==> src/rtl/layered_pixel_scanner_pkg.sv <==
// Shared DinoGame constants: default frame geometry, colour depth and the
// scanner FSM state encoding used by layered_pixel_scanner.
package layered_pixel_scanner_pkg;

  localparam int DINO_XMAX = 159;
  localparam int DINO_YMAX = 119;
  localparam int DINO_CW   = 8;
  localparam int DINO_COLW = 3;

  typedef enum logic [1:0] {
    ST_IDLE   = 2'd0,
    ST_SCAN   = 2'd1,
    ST_REPLAY = 2'd2
  } scanState_t;

endpackage

==> src/rtl/layered_pixel_scanner_priority_mux.sv <==
// Priority compositor: the lowest-indexed layer that hits wins, and the
// background colour shows through when no layer hits. Purely combinational.
module layer_priority_mux #(
  parameter int NL   = 4,
  parameter int COLW = 3
) (
  input  logic [NL-1:0]      hit,
  input  logic [NL*COLW-1:0] color,
  input  logic [COLW-1:0]    bgColor,
  output logic [COLW-1:0]    outColor
);

  // Walk from the highest index down so the lowest hitting layer is written last.
  always_comb begin
    outColor = bgColor;
    for (int i = NL - 1; i >= 0; i--) begin
      if (hit[i]) outColor = color[i*COLW +: COLW];
    end
  end

endmodule

==> src/rtl/layered_pixel_scanner.sv <==
// Raster scanner that issues coordinates to a set of fixed-latency layer
// sources, composites their answers into one colour per pixel and presents
// the result on a ready/valid plot port. A back-pressured pixel is held while
// the in-flight pixels are discarded and re-issued from the held pixel's
// raster successor, so every pixel reaches the sink exactly once.
module layered_pixel_scanner
  import layered_pixel_scanner_pkg::*;
#(
  parameter int XMAX = DINO_XMAX,
  parameter int YMAX = DINO_YMAX,
  parameter int CW   = DINO_CW,
  parameter int COLW = DINO_COLW,
  parameter int NL   = 4,
  parameter int LAT  = 2
) (
  input  logic               clk,
  input  logic               resetn,
  input  logic               enable,
  input  logic               frame_start,
  input  logic               clear_mode,
  input  logic [COLW-1:0]    bg_color,
  input  logic [NL-1:0]      layer_hit,
  input  logic [NL*COLW-1:0] layer_color,
  output logic [CW-1:0]      req_x,
  output logic [CW-1:0]      req_y,
  output logic [CW-1:0]      plot_x,
  output logic [CW-1:0]      plot_y,
  output logic [COLW-1:0]    plot_color,
  output logic               plot,
  input  logic               plot_ready,
  output logic               busy,
  output logic               frame_done
);

  localparam logic [CW-1:0] XLAST = XMAX[CW-1:0];
  localparam logic [CW-1:0] YLAST = YMAX[CW-1:0];
  localparam int DEPTH = (LAT > 0) ? LAT : 1;

  scanState_t state, stateNext;

  logic [CW-1:0]   reqX, reqY;
  logic            lastIssued;
  logic            clearLat;
  logic            issue;
  logic            stall, acceptPix, acceptLast;

  logic [CW-1:0]   pipeX [DEPTH];
  logic [CW-1:0]   pipeY [DEPTH];
  logic [DEPTH-1:0] pipeVld;

  logic            tapVld;
  logic [CW-1:0]   tapX, tapY;
  logic [COLW-1:0] muxColor, pixColor;

  function automatic logic [CW-1:0] succX(input logic [CW-1:0] x);
    return (x == XLAST) ? '0 : x + 1'b1;
  endfunction

  function automatic logic [CW-1:0] succY(input logic [CW-1:0] x, input logic [CW-1:0] y);
    if (x != XLAST) return y;
    return (y == YLAST) ? '0 : y + 1'b1;
  endfunction

  assign stall      = plot && !plot_ready;
  assign acceptPix  = plot && plot_ready;
  assign acceptLast = acceptPix && (plot_x == XLAST) && (plot_y == YLAST);
  assign busy       = (state != ST_IDLE);
  assign req_x      = reqX;
  assign req_y      = reqY;

  // FSM state register.
  always_ff @(posedge clk) begin
    if (!resetn) state <= ST_IDLE;
    else         state <= stateNext;
  end

  // Next-state logic; a coordinate is issued only while scanning, permitted and unstalled.
  always_comb begin
    stateNext = state;
    issue     = 1'b0;
    case (state)
      ST_IDLE: begin
        if (frame_start && enable) stateNext = ST_SCAN;
      end
      ST_SCAN: begin
        if (acceptLast)  stateNext = ST_IDLE;
        else if (stall)  stateNext = ST_REPLAY;
        else             issue = enable && !lastIssued;
      end
      ST_REPLAY: begin
        if (acceptLast)     stateNext = ST_IDLE;
        else if (acceptPix) stateNext = ST_SCAN;
      end
      default: stateNext = ST_IDLE;
    endcase
  end

  // Issue coordinate: restart at the origin, rewind behind a held pixel, or advance in raster order.
  always_ff @(posedge clk) begin
    if (!resetn) begin
      reqX       <= '0;
      reqY       <= '0;
      lastIssued <= 1'b0;
      clearLat   <= 1'b0;
    end else if (state == ST_IDLE) begin
      if (frame_start && enable) begin
        reqX       <= '0;
        reqY       <= '0;
        lastIssued <= 1'b0;
        clearLat   <= clear_mode;
      end
    end else if (stall) begin
      reqX       <= succX(plot_x);
      reqY       <= succY(plot_x, plot_y);
      lastIssued <= (plot_x == XLAST) && (plot_y == YLAST);
    end else if (issue) begin
      reqX       <= succX(reqX);
      reqY       <= succY(reqX, reqY);
      lastIssued <= (reqX == XLAST) && (reqY == YLAST);
    end
  end

  // Coordinate delay line matching the layer-source latency; a stall flushes every valid bit.
  always_ff @(posedge clk) begin
    if (!resetn || stall) begin
      pipeVld <= '0;
    end else begin
      pipeVld[0] <= issue;
      for (int k = 1; k < DEPTH; k++) pipeVld[k] <= pipeVld[k-1];
    end
    pipeX[0] <= reqX;
    pipeY[0] <= reqY;
    for (int k = 1; k < DEPTH; k++) begin
      pipeX[k] <= pipeX[k-1];
      pipeY[k] <= pipeY[k-1];
    end
  end

  generate
    if (LAT == 0) begin : gTapDirect
      assign tapVld = issue;
      assign tapX   = reqX;
      assign tapY   = reqY;
    end else begin : gTapLine
      assign tapVld = pipeVld[LAT-1];
      assign tapX   = pipeX[LAT-1];
      assign tapY   = pipeY[LAT-1];
    end
  endgenerate

  layer_priority_mux #(
    .NL  (NL),
    .COLW(COLW)
  ) uMux (
    .hit     (layer_hit),
    .color   (layer_color),
    .bgColor (bg_color),
    .outColor(muxColor)
  );

  assign pixColor = clearLat ? bg_color : muxColor;

  // Output register: holds while back-pressured, otherwise captures the pixel at the delay-line tap.
  always_ff @(posedge clk) begin
    if (!resetn) begin
      plot       <= 1'b0;
      plot_x     <= '0;
      plot_y     <= '0;
      plot_color <= '0;
      frame_done <= 1'b0;
    end else begin
      frame_done <= acceptLast;
      if (!stall) begin
        plot <= tapVld;
        if (tapVld) begin
          plot_x     <= tapX;
          plot_y     <= tapY;
          plot_color <= pixColor;
        end
      end
    end
  end

endmodule

==> config.mk <==
export PLATFORM = sky130hd
export DESIGN_NAME = layered_pixel_scanner
export DESIGN_NICKNAME = d
export VERILOG_FILES = /design/src/rtl/layered_pixel_scanner_pkg.sv /design/src/rtl/layered_pixel_scanner_priority_mux.sv /design/src/rtl/layered_pixel_scanner.sv
export SDC_FILE = /design/constraint.sdc
export NUM_CORES = 1
export LEC_CHECK = 0
export CAP_MARGIN = 20
export CORE_MARGIN = 4
export CORE_UTILIZATION = 54
export CTS_BUF_LIST = sky130_fd_sc_hd__clkbuf_8
export CTS_CLUSTER_SIZE = 20
export DETAILED_ROUTE_END_ITERATION = 8
export HOLD_SLACK_MARGIN = 0.03
export PLACE_DENSITY = 0.82
export SYNTH_ARGS = -nofsm -noshare
export SYNTH_HDL_FRONTEND = slang
export SYNTH_SLANG_ARGS = --single-unit
==> constraint.sdc <==
create_clock -name clk -period 3 [get_ports clk]
set_clock_uncertainty 0.2 [all_clocks]
set_input_delay 0.6 -clock clk [delete_from_list [all_inputs] [get_ports clk]]
set_output_delay 0.6 -clock clk [all_outputs]
set_load 0.02 [all_outputs]
Yosys cells after proc, flatten, opt, wreduce, memory -nomap -nowiden
Memory sizes are Yosys's and may differ from the RTL's. A register that Yosys moved wholly into a read port is not among the register bits.
Cells that the tools add are included.
{"block": "totals", "ff_bits": 27, "mem_bits_rw": 32, "input_bits": 25, "output_inout_bits": 38, "word_cells": 91, "mem_count": 2}
{"block": "op_classes", "add_sub_neg": 4, "eq_ne": 12, "mux": 41, "bitwise": 1, "reduce_logical": 22}
{"name": "pipeX", "words": 2, "width": 8, "read_ports": 2, "rd_ports_with_merged_regs": 1, "wr": 2, "line": "layered_pixel_scanner.sv:47", "source": "logic [CW-1:0] pipeX [DEPTH];"}
{"name": "pipeY", "words": 2, "width": 8, "read_ports": 2, "rd_ports_with_merged_regs": 1, "wr": 2, "line": "layered_pixel_scanner.sv:48", "source": "logic [CW-1:0] pipeY [DEPTH];"}
{"operator": "8-bit two-way mux", "count": 14}
{"operator": "8-bit by 1-bit adder with 8-bit output, second input constant", "count": 4}
{"operator": "8-bit by 7-bit equality test with 1-bit output, second input constant", "count": 2}
{"operator": "8-bit equality test, second input constant", "count": 2}
{"operator": "1-bit two-way mux", "count": 16}
{"operator": "8-bit inequality test, second input constant", "count": 2}
{"operator": "3-bit two-way mux", "count": 5}
{"operator": "2-bit two-way mux", "count": 5}
{"operator": "1-bit logical AND", "count": 8}
{"operator": "3-bit inequality test, second input constant", "count": 2}
{"operator": "2-bit one-hot mux with 3 select lines", "count": 1}
{"operator": "2-bit AND reduction", "count": 3}
{"operator": "3-bit AND reduction", "count": 2}
{"operator": "1-bit logical NOT", "count": 5}
{"operator": "4-bit inequality test, second input constant", "count": 1}
{"operator": "3-bit nonzero test", "count": 1}
{"operator": "2-bit by 1-bit equality test with 1-bit output, second input constant", "count": 1}
{"operator": "2-bit equality test, second input constant", "count": 1}
{"operator": "2-bit logical NOT", "count": 1}
{"operator": "2-bit inequality test, second input constant", "count": 1}
{"operator": "2-bit nonzero test", "count": 1}
{"operator": "1-bit logical OR", "count": 1}
{"operator": "1-bit NOT", "count": 1}

Logic depth before layout (Yosys ltp)
{"block": "logic_depth", "depth_word": 13, "mapped_depth": 7, "mapped_depth_nobuf": 6}

Hierarchy
Synthesis repeated with hierarchy kept, for this count alone.
{"block": "unflattened", "cells_unflattened": 371, "area_unflattened_um2": 3274.4}
{"mod": "layered_pixel_scanner", "n_inst": 1, "cells_per_inst": 354, "area_per_inst_um2": 3149.3, "seq_area_each_um2": 1501.4}
{"mod": "layer_priority_mux", "n_inst": 1, "cells_per_inst": 17, "area_per_inst_um2": 125.1, "seq_area_each_um2": 0.0}

Worst setup path after synthesis
Ideal clock, no wire load.
{"block": "synth_path", "path_type": "register to register", "startpoint": "register plot_x[0] (read register of pipeX)", "endpoint": "register reqY[4] (netlist: req_y[4])", "setup_time_ns": 0.122, "t_arrival_ns": 2.241, "t_required_ns": 2.678, "path_slack_ns": 0.437, "path_stages_with_launch": 8, "path_buffers": 1, "period_less_slack_ns": 2.563, "path_cell_list": "dfxtp_1 ha_1 nand4_1 or4_4 buf_6 o211ai_4 a211oi_1 a311o_1"}
{"block": "synth_via", "elab_chain_cells": 8, "word_cells_on_any_way": 15, "classes_between": "eq/ne: 2; mux: 9; reduce/logical: 4"}
{"item": "start, declared", "line": "layered_pixel_scanner.sv:26", "source": "output logic [CW-1:0] plot_x,"}
{"item": "8-bit inequality test", "line": "layered_pixel_scanner.sv:60", "source": "if (x != XLAST) return y;"}
{"item": "1-bit two-way mux", "line": "layered_pixel_scanner.sv:60"}
{"item": "1-bit two-way mux", "line": "layered_pixel_scanner.sv:112", "source": "end else if (stall) begin"}
{"item": "1-bit two-way mux", "line": "layered_pixel_scanner.sv:105", "source": "end else if (state == ST_IDLE) begin"}
{"item": "1-bit two-way mux", "line": "layered_pixel_scanner.sv:100", "source": "if (!resetn) begin"}
{"item": "8-bit two-way mux", "line": "layered_pixel_scanner.sv:61", "source": "return (y == YLAST) ? '0 : y + 1'b1;"}
{"item": "8-bit two-way mux", "line": "layered_pixel_scanner.sv:112"}
{"item": "8-bit two-way mux", "line": "layered_pixel_scanner.sv:105"}
{"item": "end signal, assigned", "line": "layered_pixel_scanner.sv:114", "source": "reqY <= succY(plot_x, plot_y);"}
{"item": "end signal, assigned", "line": "layered_pixel_scanner.sv:118", "source": "reqY <= succY(reqX, reqY);"}
{"item": "end, declared", "line": "layered_pixel_scanner.sv:41", "source": "logic [CW-1:0] reqX, reqY;"}
Several ways; a longest one is shown, not always the timed one. The select of a mux whose other input is x is not followed.
A chain may end at the register's enable or synchronous reset.

Final worst setup path
Same ends and word-level chain as after synthesis.

==> out/metrics.yaml <==
global_route:
  antenna_found_initial: 0
  grt_pass1_vias: 2915
  grt_max_degree: 28
  grt_pass1_wl_um: 14300
  grt_usage_pct: 24.6
  overflow: 0
die:
  fp.dieW_um: 86.3
  start_util_pct: 55.9
  rows: 28
  core_area_mm2: 0.00592
  pin_count: 63
  die_area_mm2: 0.00744
  dieHeight_um: 86.3
critical_path:
  crit_fanout: 7
  reg2reg_from: "plot_x[0]"
  max_stage_delay_ps: 640
  critPathBufInv: 0
  worstReg2RegEnd: "req_y[4]"
  cp_data_arrival_time_ps: 2700
  path_cells: "ha_1 > nand4_1 > or4_4 > o211ai_4 > a211oi_1 > a311o_1"
  r2r_cells: 6
  required_ps: 3050
  endpoint_kind: "flip-flop"
  rrSetupSlack_ps: 340
  critPathKind: "flip-flop to flip-flop"
  start_kind: "flip-flop"
  slowest_stage: "or4_4"
  critical-path-top-delay-family: "simple AND/OR/NAND/NOR gates"
power:
  p_comb_share_pct: 7.1
  p_per_area_mw_per_mm2: 453
  peakVddDrop_mv: 0.274
  swShare_pct: 24.0
  seq_power_share_pct: 53.1
  p_clk_share_pct: 39.8
  p_leak_nw: 1.48
  p_switching_w: 0.000460
  p_int_w: 0.00145
placement:
  dp_hpwl_um: 6500
  gp_congestion: 0.889
  post_dp_cell_area_mm2: 0.00403
  portBuffers: 62
  preCtsSetupSlack_ps: 264
clock_tree:
  htree_num_levels: 3
  clk-insertion-delay-late_ps: 350
  cts.clk_slew.worst_paths_ps: 80
  numCtsBuffers: 9
  clockBufferDepth: 2
  cts_resized: 0
  cts_hold_buf: 0
  postCtsSetupRepairBufs: 0
  cts_sinks: 75
  root_buffer: "clkbuf_8"
  cts_tree: "yes"
timing:
  worst_slack_ps: 343
  maxSlewViolCount: 0
  fin_crit_ps: 2660
  tightest_slew_ps: 642
  max_freq_ghz: 0.376
  min_period_over_period_pct: 88.6
  setup_viol: 0
  rsz0062_at_grt: "false"
  setup_tns_ps: 0
  maxSlewHeadroom_pct: 57.1
  hold_viol: 0
yosys:
  synth_enable_flop_cells: 0
  synth_nets: 407
  synth.distinct_cells: 57
  yosys_warnings: 0
  yosys.area.top_type: "dfxtp_1"
  synth-seq-cells: 75
  synth.cell_area_mm2: 0.00331
  ys_seq_area_share_pct: 45.4
  async_flop_share_pct: 0
  ys.flop_type: "dfxtp_1"
  syn_area_per_cell_um2: 8.75
  synth_area_leaders: "dfxtp_1, nand2_1, a21oi_1"
  synth_top_area_share_pct: 45.4
  syn-instance-count: 378
cells_and_area:
  nets: 479
  drive_above_1_share_pct: 10.1
  final_cell_area_mm2: 0.00423
  antenna_cells: 0
  utilization_pct: 71.4
  syn2layout_area_growth_pct: 27.8
hold_path:
  hold_path_class: "flip-flop to flip-flop"
  hold_start: "pipeY[0][1]"
  whs_endpoint: "pipeY[1][1]"
  whs_path_depth: 0
detailed_routing:
  vias_per_cell: 5.92
  wl_met1_um: 3930
  routed-wl-met2_um: 4120
  maxUsedRoutingLayer: "met4"
  wl_um: 8960
  drtIter0Drc: 240
  route.vias.total: 3139
  wl_per_cell_um: 16.9
  drtPass1Iterations: 4
  wl_met3_um: 787
  ant_nets: 0
  drc_errors: 0
run:
  maxCapViolCount: 0
status:
  status: "finished clean"
## final cells by class
cell class	count	area, µm²
flip-flops and latches	75	1500
clock buffers	9	124
repair buffers	77	733
multi-input cells	277	1670
fillers	453	1700
well taps	75	93.8
clock inverters	7	67.6
inverters	10	37.5
## worst max-delay path by stage
| stage | slack (ps) | endpoint | cells after the start | startpoint |
|---|---|---|---|---|
| floorplan | 440 | req_y[4] | 7 | plot_x[0] |
| global placement | 320 | plot_color[2] | 6 | plot_ready |
| detailed placement | 260 | plot_color[0] | 6 | plot_ready |
| CTS | 360 | req_y[4] | 6 | plot_x[0] |
| global route | 190 | req_y[5] | 6 | plot_x[0] |
| finish | 340 | req_y[4] | 6 | plot_x[0] |
## Yosys cell counts, drive strengths merged, types with 3 or more instances
cell type and instances:
a211oi 6, a21oi 42, a31oi 3, and2 3, buf 8, clkbuf 8, dfxtp 75, ha 4
inv 9, mux2 5, mux2i 4, nand2 59, nand2b 3, nand3 19, nand3b 3, nand4 8
nor2 19, nor3 19, nor4 4, o2111ai 3, o21ai 19, o311ai 4, o31ai 3, xnor2 8
xor2 6
## through the flow
| stage | hold WS (ps) | total power, W | instances |
|---|---|---|---|
| floorplan | 110 | 0.00111 | 378 |
| finish | 122 | 0.00191 | 530 |
| global placement | 110 | 0.00117 | 514 |
| CTS | 124 | 0.00191 | 530 |
| global route | 135 | 0.00197 | 530 |
| detailed placement | 112 | 0.00117 | 514 |
## logic make-up after synthesis
family / Yosys count / synth area share (%)
AOI/OAI and AO/OA: 95 / 17.9
DFF: 75 / 45.4
muxes: 9 / 2.91
adders and majority gates: 4 / 1.51
buffers and inverters: 26 / 4.16
xor gates and xnor gates: 14 / 3.71
and+or+nand+nor: 155 / 24.4
## power groups by stage
| stage | clock, W | sequential (W) | combinational, W |
|---|---|---|---|
| 5_1_grt | 0.000808 | 0.00102 | 0.000148 |
| 3_5_place_dp | 0 | 0.00104 | 0.000134 |
| 6_report | 0.000761 | 0.00102 | 0.000136 |
| 2_1_floorplan | 0 | 0.00104 | 0.0000631 |
| 3_3_place_gp | 0 | 0.00104 | 0.000132 |
| 4_1_cts | 0.000763 | 0.00102 | 0.000135 |
## state kept, by name, indices dropped and copies added, names as in the netlist
name	cells
pipeX	16
pipeY	16
plot_x	8
plot_y	8
req_x	8
req_y	8
plot_color	3
pipeVld	2
state	2
clearLat	1
frame_done	1
lastIssued	1
plot	1
## per-layer routing
metal  up-vias  track usage [%]
li1       1516                -
met1      1470             32.6
met2       141             38.5
met3        12             6.46
met4         0             9.49
met5         -                0
## layout by cell type (no fill, tap or decap), types with 3 or more instances in the layout
cell type	n
inv_1	10
o311ai_0	4
ha_1	4
nand3_1	19
nand3b_1	3
clkdlybuf4s50_1	62
o21ai_0	19
mux2_2	5
dfxtp_1	75
xor2_1	6
nor2_1	19
o31ai_1	3
buf_4	15
nand4_1	8
nand2_1	59
a211oi_1	6
o2111ai_1	3
nor4_1	4
xnor2_1	8
nand2b_1	3
a31oi_1	3
clkbuf_8	9
nor3_1	18
a21oi_1	42
mux2i_1	4
No activity file was read; power rests on OpenSTA's default activity.
